### src/rtl/alu_pkg.sv
// Shared types and constants for the sequential ALU/multiplier.
package alu_pkg;

   typedef enum logic [1:0] {
      IDLE = 2'd0,
      MUL  = 2'd1,
      HOLD = 2'd2
   } state_t;

   localparam logic MODE_ALU = 1'b0;
   localparam logic MODE_MUL = 1'b1;

endpackage

### src/rtl/alu_core.sv
// Combinational operand presets followed by add/and and optional output inversion.
module alu_core #(
   parameter int unsigned WIDTH = 16
) (
   input  logic [WIDTH-1:0] x,
   input  logic [WIDTH-1:0] y,
   input  logic             zx,
   input  logic             nx,
   input  logic             zy,
   input  logic             ny,
   input  logic             f,
   input  logic             no,
   output logic [WIDTH-1:0] result,
   output logic             carry
);

   logic [WIDTH-1:0] xa, xb, ya, yb, raw;
   logic [WIDTH:0]   sum;

   // Zero then invert each operand, select function, then optionally invert.
   always_comb begin
      xa     = zx ? '0 : x;
      xb     = nx ? ~xa : xa;
      ya     = zy ? '0 : y;
      yb     = ny ? ~ya : ya;
      sum    = (WIDTH+1)'(xb) + (WIDTH+1)'(yb);
      raw    = f ? sum[WIDTH-1:0] : (xb & yb);
      result = no ? ~raw : raw;
      carry  = f & sum[WIDTH];
   end

endmodule

### src/rtl/alu_seq.sv
// Sequential ALU: single-cycle add/and path and a WIDTH-cycle shift-add multiplier,
// with a valid/ready handshake on both the operand and result sides.
module alu_seq
   import alu_pkg::*;
#(
   parameter int unsigned WIDTH = 16
) (
   input  logic             clk,
   input  logic             reset,
   input  logic             in_valid,
   output logic             in_ready,
   input  logic [WIDTH-1:0] x,
   input  logic [WIDTH-1:0] y,
   input  logic             zx,
   input  logic             nx,
   input  logic             zy,
   input  logic             ny,
   input  logic             f,
   input  logic             no,
   input  logic             mode,
   output logic             out_valid,
   input  logic             out_ready,
   output logic [WIDTH-1:0] out,
   output logic             zr,
   output logic             ng,
   output logic             cy
);

   localparam int unsigned PW = 2 * WIDTH;
   localparam int unsigned CW = $clog2(WIDTH) + 1;

   state_t           state;
   logic [PW-1:0]    mcand, acc, acc_next;
   logic [WIDTH-1:0] mplier;
   logic [CW-1:0]    cnt;
   logic             mul_no;
   logic [WIDTH-1:0] alu_res, px, py, fin_res;
   logic             alu_cy;
   logic             unused_cy_px, unused_cy_py, unused_cy_fin;
   logic             xfer, last_step;

   // Full ALU function for the single-cycle path.
   alu_core #(.WIDTH(WIDTH)) u_alu (
      .x(x), .y(y), .zx(zx), .nx(nx), .zy(zy), .ny(ny), .f(f), .no(no),
      .result(alu_res), .carry(alu_cy)
   );

   // Preset x for the multiplier: AND with an all-ones second operand passes it through.
   alu_core #(.WIDTH(WIDTH)) u_px (
      .x(x), .y('0), .zx(zx), .nx(nx), .zy(1'b1), .ny(1'b1), .f(1'b0), .no(1'b0),
      .result(px), .carry(unused_cy_px)
   );

   // Preset y for the multiplier, same pass-through trick.
   alu_core #(.WIDTH(WIDTH)) u_py (
      .x(y), .y('0), .zx(zy), .nx(ny), .zy(1'b1), .ny(1'b1), .f(1'b0), .no(1'b0),
      .result(py), .carry(unused_cy_py)
   );

   // Optional inversion of the finished low product word.
   alu_core #(.WIDTH(WIDTH)) u_fin (
      .x(acc_next[WIDTH-1:0]), .y('0), .zx(1'b0), .nx(1'b0), .zy(1'b1), .ny(1'b1),
      .f(1'b0), .no(mul_no), .result(fin_res), .carry(unused_cy_fin)
   );

   assign in_ready  = (state == IDLE) || ((state == HOLD) && out_ready);
   assign xfer      = in_valid & in_ready;
   assign acc_next  = mplier[0] ? (acc + mcand) : acc;
   assign last_step = (cnt == CW'(WIDTH - 1));

   // Control FSM, multiplier datapath and registered result/flags.
   always_ff @(posedge clk or posedge reset) begin
      if (reset) begin
         state     <= IDLE;
         out_valid <= 1'b0;
         out       <= '0;
         zr        <= 1'b0;
         ng        <= 1'b0;
         cy        <= 1'b0;
         cnt       <= '0;
         acc       <= '0;
         mcand     <= '0;
         mplier    <= '0;
         mul_no    <= 1'b0;
      end else if (xfer) begin
         if (mode == MODE_ALU) begin
            out       <= alu_res;
            zr        <= (alu_res == '0);
            ng        <= alu_res[WIDTH-1];
            cy        <= alu_cy;
            state     <= HOLD;
            out_valid <= 1'b1;
         end else begin
            mcand     <= PW'(px);
            mplier    <= py;
            acc       <= '0;
            cnt       <= '0;
            mul_no    <= no;
            state     <= MUL;
            out_valid <= 1'b0;
         end
      end else begin
         case (state)
            MUL: begin
               acc    <= acc_next;
               mcand  <= mcand << 1;
               mplier <= mplier >> 1;
               cnt    <= cnt + CW'(1);
               if (last_step) begin
                  out       <= fin_res;
                  zr        <= (fin_res == '0);
                  ng        <= fin_res[WIDTH-1];
                  cy        <= |acc_next[PW-1:WIDTH];
                  state     <= HOLD;
                  out_valid <= 1'b1;
               end
            end
            HOLD: begin
               if (out_ready) begin
                  state     <= IDLE;
                  out_valid <= 1'b0;
               end
            end
            default: ;
         endcase
      end
   end

endmodule

### config.mk
export PLATFORM = sky130hd
export DESIGN_NAME = alu_seq
export DESIGN_NICKNAME = d
export VERILOG_FILES = /design/src/rtl/alu_pkg.sv /design/src/rtl/alu_core.sv /design/src/rtl/alu_seq.sv
export SDC_FILE = /design/constraint.sdc
export NUM_CORES = 1
export LEC_CHECK = 0
export ABC_AREA = 1
export CORE_MARGIN = 2
export CORE_UTILIZATION = 35
export CTS_CLUSTER_SIZE = 24
export DETAILED_ROUTE_END_ITERATION = 8
export MAX_ROUTING_LAYER = met4
export PLACE_DENSITY_LB_ADDON = 0.2
export SYNTH_ARGS = -nofsm -noshare
export SYNTH_HDL_FRONTEND = slang
export SYNTH_SLANG_ARGS = --single-unit
### constraint.sdc
create_clock -name clk -period 6.4 [get_ports clk]
set_input_delay 1.6 -clock clk [delete_from_list [all_inputs] [get_ports clk]]
set_output_delay 1.6 -clock clk [all_outputs]
set_load 0.05 [all_outputs]
Word-level counts from Yosys, hierarchy flattened:

Cells that the tools add are included.

* flip-flop bits (word level): 108
* bits of input ports: 43
* output and inout port bits: 21
* word-level logic and storage cells: 87

* $add $sub $neg: 3
* equality and inequality tests: 7
* muxes and demuxes: 46
* bitwise logic cells: 7
* reduce and logical (&&, ||, !) cells: 13

Operator list (count)
* two-way mux 16 bit: 14
* two-way mux 32 bit: 7
* NOT 16 bit: 4
* adder 32 bit: 1
* logical NOT 16 bit: 2
* adder 16 x 16 -> 17 bit: 1
* bitwise AND 16 bit: 1
* two-way mux 1 bit: 16
* OR reduction 16 bit: 1
* two-way mux 5 bit: 3
* two-way mux 2 bit: 4
* inequality test 3 bit (second input constant): 2
* AND reduction 3 bit: 2
* adder 5 x 1 -> 5 bit (second input constant): 1
* == test 5 x 4 -> 1 bit (second input constant): 1
* inequality test 2 bit (second input constant): 2
* case mux 2 bit (2 select lines): 1
* AND reduction 2 bit: 2
* nonzero test 2 bit: 2
* nonzero test 3 bit: 1
* bitwise AND 1 bit: 2
* == test 2 x 1 -> 1 bit (second input constant): 1
* == test 2 bit (second input constant): 1
* logical NOT 2 bit: 1
* 3 further kinds: 3

Depth between registers and ports, before layout:

Gate-level depths: netlist of the first run.

* depth in word-level cells: 10
* mapped depth: 24
* depth with buffers taken out: 23

Modules after synthesis:

From an unflattened synthesis of the first run, not the netlist that was laid out.

* cells, all modules: 2652
* area, all modules: 15245.9 um^2

Modules (own cells, without submodules)
* alu_core: instances 4, cells an instance 382, area an instance 1951.9 um^2, sequential area each 0.0 um^2
* alu_seq: instances 1, cells an instance 1124, area an instance 7438.4 um^2, sequential area each 2652.5 um^2

Worst setup path after synthesis of the first run:

Ideal clock, no wire load.

* path type: in2reg
* from: in zx
* to: reg zr
* data arrival time: 3879 ps
* slack: 2447 ps
* stages on the path: 20
* buffers on the path: 1
* cells stage by stage: inv_2 -> buf_4 -> nand2_1 -> xor2_1 -> ha_1 -> inv_1 -> fa_1 -> nand2_1 -> o21ai_0 -> xor2_1 -> inv_1 -> nor3_1 -> nand3_1 -> nor2_1 -> nand2_1 -> nor2_1 -> nand3_1 -> nor2_1 -> nand2_1 -> a21oi_2

* word-level cells in the longest chain between the ends: 10
* elaborated cells between the ends (all ways): 11
* those cells by class: add/sub: 1; mux: 6; bitwise: 3; reduce/logical: 1

RTL lines
* start: declaration: RTL line alu_seq.sv:14 `input logic zx,`
* two-way mux 16 bit (*): RTL line alu_core.sv:22 `xa = zx ? '0 : x;`
* NOT 16 bit: RTL line alu_core.sv:23 `xb = nx ? ~xa : xa;`
* two-way mux 16 bit (*): RTL line alu_core.sv:23
* adder 16 x 16 -> 17 bit / bitwise AND 16 bit (equally long branches): RTL line alu_core.sv:26, alu_core.sv:27
* two-way mux 16 bit (*): RTL line alu_core.sv:27 `raw = f ? sum[WIDTH-1:0] : (xb & yb);`
* NOT 16 bit: RTL line alu_core.sv:28 `result = no ? ~raw : raw;`
* two-way mux 16 bit (*): RTL line alu_core.sv:28
* logical NOT 16 bit (*): RTL line alu_seq.sv:88 `zr <= (alu_res == '0);`
* two-way mux 1 bit (*): RTL line alu_seq.sv:86 `if (mode == MODE_ALU) begin`
* two-way mux 1 bit (*): RTL line alu_seq.sv:85 `end else if (xfer) begin`
* end signal: assignment: RTL line alu_seq.sv:88
* end signal: assignment: RTL line alu_seq.sv:111 `zr <= (fin_res == '0);`
* end: declaration: RTL line alu_seq.sv:24 `output logic zr,`

Mark *: on every way between the ends. The rest lies on a longest branch, timed or not. The select of a mux whose other input is x is not followed.
A chain may end at the register's enable or synchronous reset.

Worst setup path in the final report of the first run:

* from: in nx
* to: reg zr

* word-level cells in the longest chain between the ends: 8
* elaborated cells between the ends (all ways): 9
* those cells by class: add/sub: 1; mux: 5; bitwise: 2; reduce/logical: 1

RTL lines
* start: declaration: RTL line alu_seq.sv:15 `input logic nx,`
* two-way mux 16 bit (*): RTL line alu_core.sv:23
* adder 16 x 16 -> 17 bit / bitwise AND 16 bit (equally long branches): RTL line alu_core.sv:26, alu_core.sv:27
* two-way mux 16 bit (*): RTL line alu_core.sv:27
* NOT 16 bit: RTL line alu_core.sv:28
* two-way mux 16 bit (*): RTL line alu_core.sv:28
* logical NOT 16 bit (*): RTL line alu_seq.sv:88
* two-way mux 1 bit (*): RTL line alu_seq.sv:86
* two-way mux 1 bit (*): RTL line alu_seq.sv:85

Marks and branches as above.

==> summary.log, run 1 <==
[sta] final count of negative-setup-slack endpoints 0
[routing] drt first-iter violations 551
[layout] total number of nets in the final design 1545
[synth] leading area contributor after synthesis sky130_fd_sc_hd__dfrtp_1
[clock_network] buffers inserted by post-CTS timing repair 0
[grt] maximum number of pins on one net before global-route repair 69
[synth] post-synthesis adder-cell area fraction 0.0709
[die] core area 26000 um^2
[routing] average wire per standard cell 15.6 um
[synth] multiplexer share of the synthesized area 0.00109
[placement] HPWL reported at the end of detailed placement 21700 um
[placement] placer's final routability congestion estimate 0.918
[sta] time the worst path needs with I/O delays and setup 4.80 ns
[run] total of max-cap violations 0
[status] run status finished clean
[synth] post-synthesis xor/xnor area fraction 0.0276
[layout] share of cells above drive strength 1 0.0612
[synth] number of distinct library cells after synthesis 47
[clock_network] clock latency of the later-clocked register in the worst-skew pair 0.36 ns
[placement] area of placed instances 10100 um^2
[routing] routed via count 9174
[sta] largest clock skew in the final design 0.0189 ns
[sta] worst-margin pin slew 0.960 ns
[clock_network] CTS tree yes
[placement] number of instances in the placed design 1775
[clock_network] H-tree level count 3
[layout] share of the core filled with cells in the final layout 0.399
[placement] Port Buffer Count 63
[synth] compound-cell area share of the yosys netlist 0.157
[setup_path] sort of element at the end of the critical path register
[synth] synthesized instance count 1420
[grt] met2 capacity usage during global routing 0.330
[sta] Max Slew Vio Count 0
[sta] Hold Slack 0.486 ns
[die] area of the die 27600 um^2
[routing] routed vias/inst 5.13
[layout] Area growth, synth to finish 12.4%
[grt] busiest metal layer after global routing met2
[power] ratio of total power to cell area 412 nW/um^2
[synth] share of flip-flops with an asynchronous set or reset after synthesis 1.00
[sta] final sum of negative setup slack 0 ns
[setup_path] critical path data required time 6.68 ns
[layout] commonest non-fill, non-tap cells in the layout 469 x sky130_fd_sc_hd__nand2_1, 144 x sky130_fd_sc_hd__inv_1, 140 x sky130_fd_sc_hd__nand3_1, 107 x sky130_fd_sc_hd__o21ai_0, 106 x sky130_fd_sc_hd__dfrtp_1
[synth] sequential element share of the synthesized area 0.288
[synth] area fraction of the dominant cell type after synthesis 0.288
[grt] global-route wire length before repair 46300 um
[die] height of the chip 166 um
[routing] number of routed nets with antenna violations 0
[sta] final hold viol count 0
[routing] final routed DRC violation total 0
[grt] overflow left after global routing 0
[power] IR Drop Worst-Case VDD 0.175 mV
[sta] setup repair after global routing missed its margin false
[setup_path] data arrival at the endpoint of the critical path 5.08 ns
[synth] dominant combinational cell family by area after synthesis simple AND/OR/NAND/NOR gates
[synth] post-synthesis area per instance 6.49 um^2
[min_path] worst min-delay path category register to register
[grt] Global Route met3 Usage 0.0269
[synth] Post-synth top flop sky130_fd_sc_hd__dfrtp_1
[die] Horiz. Die Dim 166 um
[setup_path] Crit Path Max Fanout 18
[synth] ranking of synthesized cells by area sky130_fd_sc_hd__dfrtp_1 29%, sky130_fd_sc_hd__nand2_1 19%, sky130_fd_sc_hd__nand3_1 7.6%
[layout] final instance area 10400 um^2
[layout] number of antenna cells inserted 0
[clock_network] root buffer cell sky130_fd_sc_hd__clkbuf_16
[synth] EDFF count, synth 0
[sta] Max-slew headroom 0.356
[power] Lkg Pwr 5.06 nW
[grt] met1 Use GR 0.291
[grt] number of antenna violations at the first check in global routing 0
[layout] number of non-filler instances in the completed layout 1790
[clock_network] CTS hold repair buffers 0
[clock_network] TritonCTS Buffers 9
[synth] total of flip-flops plus latches after synthesis 106
[routing] post-detailed-routing wire length 27900 um
[die] Initial Util 0.355
[clock_network] Worst-path clk slew 0.07 ns
[synth] warnings from Yosys 0
[die] Core Rows 59
[synth] Synth Cell Area 9220 um^2
[sta] Tcrit/Tclk final 0.749
[grt] via count of the first global-routing pass 8839
[setup_path] category of the worst setup path launch point input port
[die] Top Ports 64
[synth] Synth Net Count 1514
[clock_network] TritonCTS Sinks 106
[sta] Max Fclk 0.208 GHz
[clock_network] cells resized by post-CTS repair 0
[setup_path] kind of critical path input port to register
[routing] first-pass detailed-route iteration total 6
[synth] basic-gate share of the synthesized area counting and, or, nand and nor cells 0.360
[grt] overall global routing resource usage 0.211
[layout] most common cell after layout, fill and taps aside sky130_fd_sc_hd__nand2_1
[clock_network] number of buffers on the longest clock path 2
## synth_stat cells (14+ instances only)
cell,instances
sky130_fd_sc_hd__nand2_1,469
sky130_fd_sc_hd__o21ai_0,107
sky130_fd_sc_hd__xor2_1,27
sky130_fd_sc_hd__nor3_1,14
sky130_fd_sc_hd__a21oi_1,63
sky130_fd_sc_hd__dfrtp_1,106
sky130_fd_sc_hd__clkbuf_1,27
sky130_fd_sc_hd__o22ai_1,27
sky130_fd_sc_hd__nand2_2,21
sky130_fd_sc_hd__nor2_1,73
sky130_fd_sc_hd__o211ai_1,22
sky130_fd_sc_hd__nand3_1,140
sky130_fd_sc_hd__inv_1,145
sky130_fd_sc_hd__ha_1,49
## logic make-up after synthesis
family,count (synthesis)
and+or+nand+nor,767
AOI/OAI and AO/OA,253
buffers and inverters,213
DFF,106
adders and majority gates,51
xor gates and xnor gates,29
muxes,1
## registers in the layout (all words and copies together), names as in the netlist, 5 cells and up
name	cells
acc	32
cnt	5
mcand	32
out	16
mplier	16
## worst max-delay path, stage by stage
cell                              delay, ns
sky130_fd_sc_hd__clkdlybuf4s50_1       0.98
sky130_fd_sc_hd__inv_4                 0.20
sky130_fd_sc_hd__xor2_1                0.29
sky130_fd_sc_hd__ha_1                  0.22
sky130_fd_sc_hd__inv_1                 0.07
sky130_fd_sc_hd__fa_1                  0.47
sky130_fd_sc_hd__nand2_1               0.05
sky130_fd_sc_hd__o21ai_0               0.10
sky130_fd_sc_hd__xor2_1                0.16
sky130_fd_sc_hd__inv_1                 0.08
sky130_fd_sc_hd__nor3_1                0.18
sky130_fd_sc_hd__nand3_1               0.09
sky130_fd_sc_hd__nor2_1                0.11
sky130_fd_sc_hd__nand2_1               0.06
sky130_fd_sc_hd__nor2_1                0.08
sky130_fd_sc_hd__nand3_1               0.07
sky130_fd_sc_hd__nor2_1                0.09
sky130_fd_sc_hd__nand2_1               0.07
sky130_fd_sc_hd__a21oi_2               0.10
## path summary, 6_finish.rpt
| check | from | endpoint | slack (ns) | cells after the start |
|---|---|---|---|---|
| setup / recovery | nx | zr | 1.60 | 19 |
| hold reg to reg | out[7] | out[7] | 0.49 | 2 |
| setup reg to reg | mcand[0] | cy | 2.99 | 19 |
| hold / removal | out[7] | out[7] | 0.49 | 2 |
| min in group asynchronous | reset | mplier[7] | 1.76 | 2 |
| max in group asynchronous | reset | acc[28] | 3.61 | 3 |
## power by group
part	leakage, nW	switching [mW]	internal [mW]
registers	1.37	0.215	0.934
logic	3.56	1.73	0.837
clock network	0.141	0.279	0.271
total	5.06	2.23	2.04
## layer usage
layer,routed length [um],share of wire
met1,13700,0.49
met4,544,0.019
met5,0,0
met3,1050,0.038
met2,12600,0.45
## layout make-up
cell class                 instances  area (um^2)
fill                            2821        15600
multi-input combinational       1101         5690
sequential                       106         2650
timing repair buffer              73          706
inverter                         160          606
tap                              335          419
clock buffer                       9          225
clock inverter                     6         58.8
## per-stage QoR
step | setup WS [ns] | power, mW
floorplan | 2.01 | 2.98
global placement | 1.33 | 3.69
finish | 1.60 | 4.27
detailed placement | 1.28 | 3.72
CTS | 1.63 | 4.28
global route | 1.24 | 4.68
Power figures use the tool's default switching activity.
==> run 2, diff against run 1 <==
==> constraint.sdc (replaced) <==
create_clock -name clk -period 4.4 [get_ports clk]
set_input_delay 1.1 -clock clk [delete_from_list [all_inputs] [get_ports clk]]
set_output_delay 1.1 -clock clk [all_outputs]
set_load 0.05 [all_outputs]
==> run 2 against run 1 <==
  * Clock skew is 0.0078 ns lower
  * Final area is 1.4% higher
  * Die area stayed put
  * Sequential share of layout area decreased by 0.36 points
  * Setup slack lost 1.1 ns
  * Worst hold slack lost 0.0013 ns
  * First-iteration DRC count grew 14%
  * Clock-buffer cell count grew 1
  * Largest power group unchanged
  * Critical endpoint unchanged
==> summary.log, run 2 (synthesis gave the netlist of run 1 again) <==
[setup_path] kind of critical path input port to register
[routing] routed vias/inst 5.21 [+1.6%]
[routing] final routed DRC violation total 0 [unchanged]
[layout] total number of nets in the final design 1560 [+0.97%]
[layout] biggest registers after layout acc: 32 flops, mcand: 32 flops
[sta] Max Fclk 0.259 GHz
[placement] Port Buffer Count 63 [unchanged]
[setup_path] reg2reg end cy
[setup_path] slowest library cell on the worst path sky130_fd_sc_hd__ha_1
[setup_path] Crit path depth 20 [+1]
[run] total of max-cap violations 0 [unchanged]
[clock_network] H-tree level count 3 [unchanged]
[die] Top Ports 64 [unchanged]
[setup_path] critical path launch point zx
[layout] fill cell instance count of the final layout 2860 [+1.4%]
[grt] global-route wire length before repair 47300 um [+2.3%]
[placement] number of instances in the placed design 1790 [+0.85%]
[setup_path] Crit Path Max Fanout 25 [+7]
[die] area of the die 27600 um^2 [unchanged]
[die] core area 26000 um^2 [unchanged]
[setup_path] critical path data required time 4.69 ns [-1.99 ns]
[setup_path] cell class contributing the biggest share of worst-path delay simple AND/OR/NAND/NOR gates
[sta] largest clock skew in the final design 0.0111 ns [-0.00785 ns]
[setup_path] critical path endpoint zr
[die] height of the chip 166 um [unchanged]
[layout] final instance area 10500 um^2 [+1.4%]
[layout] commonest non-fill, non-tap cells in the layout 469 x sky130_fd_sc_hd__nand2_1, 144 x sky130_fd_sc_hd__inv_1, 140 x sky130_fd_sc_hd__nand3_1, 107 x sky130_fd_sc_hd__o21ai_0, 106 x sky130_fd_sc_hd__dfrtp_1
[clock_network] cells resized by post-CTS repair 0 [unchanged]
[sta] final sum of negative setup slack 0 ns [unchanged]
[clock_network] buffers inserted by post-CTS timing repair 0 [unchanged]
[grt] number of antenna violations at the first check in global routing 0 [unchanged]
[setup_path] launching point of the worst reg2reg path mcand[0]
[sta] Max Slew Vio Count 0 [unchanged]
[clock_network] root buffer cell sky130_fd_sc_hd__clkbuf_16
[clock_network] Worst-path clk slew 0.08 ns [about the same]
[grt] overall global routing resource usage 0.219 [+0.00775]
[clock_network] TritonCTS Buffers 9 [unchanged]
[setup_path] Most common cell on crit path sky130_fd_sc_hd__nand2_1
[power] Lkg Pwr 5.15 nW [+1.7%]
[layout] Area growth, synth to finish 14.0%
[setup_path] longest individual stage delay on the worst path 0.47 ns [-0.51 ns]
[placement] placer's final routability congestion estimate 0.940 [+2.4%]
[clock_network] CTS tree yes
[grt] overflow left after global routing 0 [unchanged]
[setup_path] Bufs and invs on worst path 4 [unchanged]
[sta] Tcrit/Tclk final 0.877
[routing] routed via count 9404 [+2.5%]
[routing] post-detailed-routing wire length 29100 um [+4.2%]
[setup_path] category of the worst setup path launch point input port
[clock_network] clock latency of the later-clocked register in the worst-skew pair 0.37 ns [about the same]
[die] Initial Util 0.355 [unchanged]
[setup_path] worst reg2reg path depth 19 [unchanged]
[routing] drt first-iter violations 627 [+14%]
[min_path] worst min-delay path category register to register
[sta] worst-margin pin slew 0.730 ns [-0.230 ns]
[sta] time the worst path needs with I/O delays and setup 3.86 ns
[layout] share of the core filled with cells in the final layout 0.404 [+0.00568]
[die] Core Rows 59 [unchanged]
[sta] final count of negative-setup-slack endpoints 0 [unchanged]
[die] Horiz. Die Dim 166 um [unchanged]
[placement] HPWL reported at the end of detailed placement 22700 um [+4.8%]
[layout] number of non-filler instances in the completed layout 1806 [+0.89%]
[placement] area of placed instances 10200 um^2 [+1.2%]
[setup_path] worst-case register-to-register setup slack 1.05 ns [-1.94 ns]
[grt] maximum number of pins on one net before global-route repair 60 [-13%]
[clock_network] CTS hold repair buffers 0 [unchanged]
[routing] number of routed nets with antenna violations 0 [unchanged]
[setup_path] data arrival at the endpoint of the critical path 4.15 ns [-0.93 ns]
[setup_path] sort of element at the end of the critical path register
[layout] number of antenna cells inserted 0 [unchanged]
[sta] final hold viol count 0 [unchanged]
[grt] via count of the first global-routing pass 8831 [-0.091%]
[clock_network] TritonCTS Sinks 106 [unchanged]
[clock_network] number of buffers on the longest clock path 2 [unchanged]
[sta] Max-slew headroom 0.513 [+0.157]
[sta] setup repair after global routing missed its margin false
[routing] average wire per standard cell 16.1 um [+3.3%]
[routing] first-pass detailed-route iteration total 7 [+1]
[power] ratio of total power to cell area 604 nW/um^2 [+46%]
[status] run status finished clean
[layout] most common cell after layout, fill and taps aside sky130_fd_sc_hd__nand2_1
[layout] share of cells above drive strength 1 0.0714 [+0.0102]
[setup_path] cell-by-cell trace of the critical path clkdlybuf4s50_1 > inv_2 > buf_4 > nand2_1 > xor2_1 > inv_1 > ha_1 > nand2_1 > nor2_1 > nor3b_1 > nand2_1 > nand2_1 > nand2_1 > nand3_1 > nand3_1 > nand2_1 > nand2_1 > nor2_1 > nand2_1 > a21oi_2
[power] IR Drop Worst-Case VDD 0.286 mV [+63%]
[run 2: changes by cell type in the layout (fill, tap and decap cells not counted), sizes merged]
cell / delta
clkbuf: +1
clkinv: -1
buf: +15
inv: +1
[run 2: worst min path at each step]
stage	start	endpoint	slack, ns	depth (start not counted)
floorplan	mplier[1]	mplier[0]	0.46	2
global placement	out[9]	out[9]	0.47	2
detailed placement	out[8]	out[8]	0.47	2
CTS	out[9]	out[9]	0.49	2
global route	out[9]	out[9]	0.51	2
finish	out[9]	out[9]	0.48	2
[run 2: worst reg2reg max path, delay by kind of cell, from the launching register on]
kind | cells | cell delay, ns
and+or+nand+nor | 11 | 1.21
DFF | 1 | 0.39
adders and majority gates | 2 | 0.60
AOI/OAI and AO/OA | 4 | 0.89
buffers and inverters | 2 | 0.16
[run 2: metrics by stage]
step | hold WS (ns) | setup slack [ns] | total power, mW
floorplan | 0.459 | 0.511 | 4.34
detailed placement | 0.470 | 0.192 | 5.49
global placement | 0.471 | 0.193 | 5.46
CTS | 0.490 | 0.560 | 6.37
global route | 0.505 | 0.213 | 6.93
finish | 0.484 | 0.539 | 6.34
[run 2: cell type report]
type	count	area [um^2]	area share
Multi-Input combinational cell	1101	5690	0.542
Sequential cell	106	2650	0.252
Timing Repair Buffer	88	831	0.0791
Inverter	160	606	0.0576
Tap cell	335	419	0.0399
Clock buffer	10	239	0.0227
Clock inverter	6	67.6	0.00643
[run 2: metal layers]
layer,GRT usage,vias to the layer above,part of all wire
met3,0.0219,32,0.038
met1,0.298,4366,0.48
li1,-,4769,-
met2,0.356,237,0.46
met4,0.0457,0,0.016
met5,-,-,0
[run 2: power breakdown]
group          internal [mW]  switching [mW]  leakage, nW
logic                   1.25            2.56         3.63
clock network          0.421           0.435        0.152
registers               1.36           0.317         1.37
total                   3.03            3.31         5.15
==> run 3, diff against run 2 <==
--- a/config.mk
+++ b/config.mk
@@ -8,6 +8,7 @@
 export ABC_AREA = 1
 export CORE_MARGIN = 2
 export CORE_UTILIZATION = 35
+export CTS_CLUSTER_DIAMETER = 100
 export CTS_CLUSTER_SIZE = 24
 export DETAILED_ROUTE_END_ITERATION = 8
 export MAX_ROUTING_LAYER = met4
==> results of run 3 <==
Final layout, timing and power as in run 2 (identical DEF).
